<file path="config.mk">
export PLATFORM = sky130hd
export DESIGN_NAME = pipe_cia_adder
export DESIGN_NICKNAME = d
export VERILOG_FILES = /design/src/rtl/pipe_cia_adder.sv
export SDC_FILE = /design/constraint.sdc
export NUM_CORES = 1
export LEC_CHECK = 0
export CAP_MARGIN = 20
export CORE_MARGIN = 2
export CORE_UTILIZATION = 55
export DETAILED_ROUTE_END_ITERATION = 10
export PLACE_DENSITY = 0.79
export RECOVER_POWER = 25
export SYNTH_ARGS = -nofsm -noshare
export SYNTH_HDL_FRONTEND = slang
export SYNTH_SLANG_ARGS = --single-unit
</file>
<file path="constraint.sdc">
create_clock -name CLK -period 3.9 [get_ports CLK]
set_clock_uncertainty 0.05 [all_clocks]
set_input_delay 0.585 -clock CLK [delete_from_list [all_inputs] [get_ports CLK]]
set_output_delay 0.585 -clock CLK [all_outputs]
set_load 0.01 [all_outputs]
</file>
<file path="src/rtl/pipe_cia_adder.sv">
// Pipelined carry-increment adder/subtractor with valid/ready flow control.
// Each stage resolves BPS ripple blocks and hands its carry to the next stage.
module pipe_cia_adder #(
    parameter int WIDTH = 32,
    parameter int BLOCK = 4,
    parameter int BPS   = 2
) (
    input  logic             CLK,
    input  logic             RST_N,
    input  logic             IN_VALID,
    output logic             IN_READY,
    input  logic [WIDTH-1:0] A,
    input  logic [WIDTH-1:0] B,
    input  logic             CIN,
    input  logic             SUB,
    output logic             OUT_VALID,
    input  logic             OUT_READY,
    output logic [WIDTH-1:0] SUM,
    output logic             COUT,
    output logic             OVF,
    output logic             ZERO
);
    localparam int NBLK   = WIDTH / BLOCK;
    localparam int STAGES = (NBLK + BPS - 1) / BPS;

    logic             valid_d [STAGES];
    logic             valid_q [STAGES];
    logic [WIDTH-1:0] sum_d   [STAGES];
    logic [WIDTH-1:0] sum_q   [STAGES];
    logic [WIDTH-1:0] a_d     [STAGES];
    logic [WIDTH-1:0] a_q     [STAGES];
    logic [WIDTH-1:0] b_d     [STAGES];
    logic [WIDTH-1:0] b_q     [STAGES];
    logic             carry_d [STAGES];
    logic             carry_q [STAGES];
    logic             zero_d;
    logic             zero_q;
    logic             en;

    // The whole pipe advances together; a held result freezes every stage.
    assign en       = ~valid_q[STAGES-1] | OUT_READY;
    assign IN_READY = en;

    for (genvar k = 0; k < STAGES; k++) begin : g_stage
        localparam int FIRST = k * BPS;
        localparam int NB    = ((NBLK - FIRST) < BPS) ? (NBLK - FIRST) : BPS;
        localparam int LO    = FIRST * BLOCK;

        logic             v_in;
        logic             c_in;
        logic [WIDTH-1:0] s_in;
        logic [WIDTH-1:0] a_in;
        logic [WIDTH-1:0] b_in;
        logic [WIDTH-1:0] s_out;
        logic             c_out;
        logic             rc;
        logic             ic;
        logic             raw_c;
        logic             bit_s;

        if (k == 0) begin : g_head
            assign v_in = IN_VALID;
            assign a_in = A;
            assign b_in = B ^ {WIDTH{SUB}};
            assign c_in = CIN ^ SUB;
            assign s_in = '0;
        end else begin : g_body
            assign v_in = valid_q[k-1];
            assign a_in = a_q[k-1];
            assign b_in = b_q[k-1];
            assign c_in = carry_q[k-1];
            assign s_in = sum_q[k-1];
        end

        // First block ripples with the stage carry; the others ripple from 0
        // and are then incremented by the carry of the block below them.
        always_comb begin
            s_out = s_in;
            c_out = c_in;
            rc    = 1'b0;
            ic    = 1'b0;
            raw_c = 1'b0;
            bit_s = 1'b0;
            for (int j = 0; j < NB; j++) begin
                rc = (j == 0) ? c_out : 1'b0;
                for (int i = 0; i < BLOCK; i++) begin
                    s_out[LO + j*BLOCK + i] = a_in[LO + j*BLOCK + i] ^ b_in[LO + j*BLOCK + i] ^ rc;
                    rc = (a_in[LO + j*BLOCK + i] & b_in[LO + j*BLOCK + i])
                       | (rc & (a_in[LO + j*BLOCK + i] ^ b_in[LO + j*BLOCK + i]));
                end
                raw_c = rc;
                ic    = (j == 0) ? 1'b0 : c_out;
                for (int i = 0; i < BLOCK; i++) begin
                    bit_s = s_out[LO + j*BLOCK + i];
                    s_out[LO + j*BLOCK + i] = bit_s ^ ic;
                    ic = bit_s & ic;
                end
                c_out = raw_c | ic;
            end
        end

        assign valid_d[k] = v_in;
        assign sum_d[k]   = s_out;
        assign a_d[k]     = a_in;
        assign b_d[k]     = b_in;
        assign carry_d[k] = c_out;
    end

    assign zero_d = ~|sum_d[STAGES-1];

    always_ff @(posedge CLK or negedge RST_N) begin
        if (!RST_N) begin
            for (int k = 0; k < STAGES; k++) begin
                valid_q[k] <= 1'b0;
                sum_q[k]   <= '0;
                a_q[k]     <= '0;
                b_q[k]     <= '0;
                carry_q[k] <= 1'b0;
            end
            zero_q <= 1'b0;
        end else if (en) begin
            for (int k = 0; k < STAGES; k++) begin
                valid_q[k] <= valid_d[k];
                sum_q[k]   <= sum_d[k];
                a_q[k]     <= a_d[k];
                b_q[k]     <= b_d[k];
                carry_q[k] <= carry_d[k];
            end
            zero_q <= zero_d;
        end
    end

    // Overflow uses the operand MSBs that travelled down with the result.
    assign OUT_VALID = valid_q[STAGES-1];
    assign SUM       = sum_q[STAGES-1];
    assign COUT      = carry_q[STAGES-1];
    assign OVF       = (a_q[STAGES-1][WIDTH-1] == b_q[STAGES-1][WIDTH-1])
                    && (sum_q[STAGES-1][WIDTH-1] != a_q[STAGES-1][WIDTH-1]);
    assign ZERO      = zero_q;

endmodule
</file>
==> impl_metrics.ini, run 1 <==
[run_status]
outcome = finished, violations left
violations = max-capacitance violations, max-slew violations

[clock_tree]
cts_buffer_depth = 2
hold_buffers = 0
numClockSinks = 187
clock_latency_ns = 0.43
cts_setup_buffers = 0
path_clk_slew_ns = 0.07
cts_resized = 0
cts-htree-levels = 4
cts_made_buffers = 17
root_buffer = clkbuf_16
cts_tree = done

[logic_synthesis]
yosysUniqueCellTypes = 24
synth-seq-area-share_pct = 56.0
synthesis.instances = 881
synthTopCellsByCount = 448 x nand2_1, 187 x dfrtp_1, 44 x inv_1
synth_edf_count = 0
ys_ff_latch = 187
ys_warn_count = 0
synthesis.area_um2 = 8360
async_reset_ff_share_pct = 100
synth_area_leaders = dfrtp_1 56%, nand2_1 20%, fa_1 6.7%
synth_fp_nets = 999
synth_top_area_share_pct = 56.0
synth_top_cell_by_area = dfrtp_1
synth_most_common_cell = nand2_1
ys.flop_type = dfrtp_1
syn_area_per_cell_um2 = 9.49

[worst_setup_path]
reg2reg_from = g_stage[3].a_in[24]$_DFFE_PN0P_
crit_type = flip-flop to flip-flop
crit_arrival_ns = 3.81
worstPathMaxFanout = 2
worst_setup_path_end_kind = flip-flop
reg2reg_slack_ns = 0.37
crit_required_ns = 4.18
cp-start-kind = flip-flop
ff2ff_path_depth = 13
worstReg2RegEnd = ZERO$_DFFE_PN0P_

[placed_design]
dpl.hpwl_um = 10500
gp_congestion = 0.829
postPlaceCellArea_um2 = 9380
io_buffer_count = 106
dp_slack_ns = 0.138

[detailed_routing]
routed_via_density = 4.89
first_iter_violations = 423
ant_nets = 0
drc = 0
vias = 5724
totalWireLength_um = 15200
routedWlPerCell_um = 13.0
drt-pass1-iter-count = 5

[floorplan]
start_util_pct = 55.6
dieArea_um2 = 16200
ios = 107
core.rowCount = 45
core_area_um2 = 15000
die_w_um = 127
die_y_um = 127

[sta]
period_needed_ns = 3.53
rsz0062_at_grt = no
layout_setup_ws_ns = 0.372
maxSlewViolCount = 93
max_freq_mhz = 283
worstMarginPinSlew_ns = 2.20
fin_setup_tns_ns = 0
setup_violations = 0
hold_viol = 0
fin_crit_sh_pct = 90.5
max-slew-margin-rel_pct = -46.9

[hold_path]
hold_path_startpoint = g_stage[3].v_in$_DFFE_PN0P_
hp-class = flip-flop to flip-flop
hold_end = g_stage[3].v_in$_DFFE_PN0P_
hold_depth = 2

[grt]
grt_pass1_wl_um = 26600
grt_max_degree = 105
antenna_found_initial = 0
grt_pass1_vias = 5461
grt_use_total_pct = 20.7
gr-total-overflow = 0

[final_layout]
regArea_um2 = 4680
area_growth_pct = 18.6
drive_above_1_share_pct = 4.38
antenna_cells = 0
num-nets-final = 1087
multi_input_comb_area_um2 = 3180
utilization_pct = 66.0
stdcell_area_um2 = 9910
n_fill_cell = 1181

[power_and_ir_drop]
vdd_drop_max_v = 0.000428
power_w = 0.00773
power-per-cell-area_nw_per_um2 = 779
p_leak_nw = 4.99

[flow_run]
max-cap-violations = 1
-- worst max-delay path: stages, from the launching register on --
cell and delay, ns:
dfrtp_1 0.40, fa_1 0.45, fa_1 0.40, fa_1 0.38
inv_1 0.08, fa_1 0.16, inv_1 0.04, ha_1 0.19
ha_1 0.20, ha_1 0.20, ha_1 0.30, nor4_1 0.23
nand4_1 0.12, o31ai_1 0.23
-- layout by cell type (no fill, tap or decap) --
master             n
nand2_1          448
buf_2              1
o21ai_0           43
inv_1             44
a31oi_1            2
nor3b_1            1
xnor2_1           25
a21oi_1            7
xor2_1             8
clkinv_2           6
nor4_1             7
dfrtp_1          187
nor4b_1            1
ha_1              20
fa_1              28
clkbuf_1           1
clkbuf_16         17
clkinvlp_4         4
nor2_1             9
clkbuf_8           3
nand4_1            2
buf_4              7
nor2b_4            1
o31ai_1            1
clkbuf_2           2
clkdlybuf4s50_1  104
inv_6              2
nand2b_1           1
-- power by group --
group	leakage (nW)	internal [W]	switching [W]	total (W)
Sequential	2.26	0.00281	0.000515	0.00332
Clock	0.261	0.000860	0.000706	0.00157
Combinational	2.46	0.00123	0.00161	0.00284
Total	4.99	0.00489	0.00283	0.00773
-- state kept, by name, indices dropped and copies added (netlist names) --
signal and cells:
COUT 1, OUT_VALID 1, SUM 32, ZERO 1
a_q 1, b_q 1, g_stage.a_in 48, g_stage.b_in 48
g_stage.c_in 3, g_stage.s_in 48, g_stage.v_in 3
-- kinds of logic after synthesis --
kind of cell    share of synthesized area, %
xor+xnor                                3.46
fa+ha+maj                               9.70
flops                                   56.0
buf+inv                                 6.02
simple gates                            21.6
compound gates                          3.23
-- worst max-delay path by stage --
| stage | startpoint | endpoint | cells after the start |
|---|---|---|---|
| finish | g_stage[3].a_in[24]$_DFFE_PN0P_ | ZERO$_DFFE_PN0P_ | 13 |
| global route | g_stage[3].a_in[24]$_DFFE_PN0P_ | ZERO$_DFFE_PN0P_ | 13 |
| CTS | g_stage[3].a_in[24]$_DFFE_PN0P_ | ZERO$_DFFE_PN0P_ | 13 |
| detailed placement | CIN | g_stage[1].s_in[7]$_DFFE_PN0P_ | 14 |
| global placement | CIN | g_stage[1].s_in[7]$_DFFE_PN0P_ | 14 |
| floorplan | SUB | g_stage[1].s_in[7]$_DFFE_PN0P_ | 15 |
-- per-layer routing --
layer / up-vias / part of all wire, % / track usage, %
met5: - / 0 / 0
met4: 0 / 1.6 / 6.79
met3: 17 / 3.8 / 3.69
met2: 119 / 46 / 30.9
met1: 2711 / 48 / 31.3
li1: 2877 / - / -
-- metrics by stage --
step | instances | hold WS, ns
global placement | 1138 | 0.395
finish | 1170 | 0.414
CTS | 1170 | 0.199
detailed placement | 1138 | 0.401
floorplan | 881 | 0.239
global route | 1170 | 0.431
-- area by class of cell --
class / count / share of cell area (%)
multi-input combinational: 604 / 32.1
clock inverter: 11 / 0.694
tap: 188 / 2.37
sequential: 187 / 47.2
clock buffer: 21 / 4.75
timing repair buffer: 114 / 11.2
inverter: 45 / 1.75
(Power assumes the default switching activity.)
==> run 2, diff against run 1 <==
--- a/config.mk
+++ b/config.mk
@@ -5,6 +5,7 @@
 export SDC_FILE = /design/constraint.sdc
 export NUM_CORES = 1
 export LEC_CHECK = 0
+export ABC_CLOCK_PERIOD_IN_PS = 3900
 export CAP_MARGIN = 20
 export CORE_MARGIN = 2
 export CORE_UTILIZATION = 55
==> results of run 2 <==
The final DEF is identical to that of run 1; final timing and power are the same.
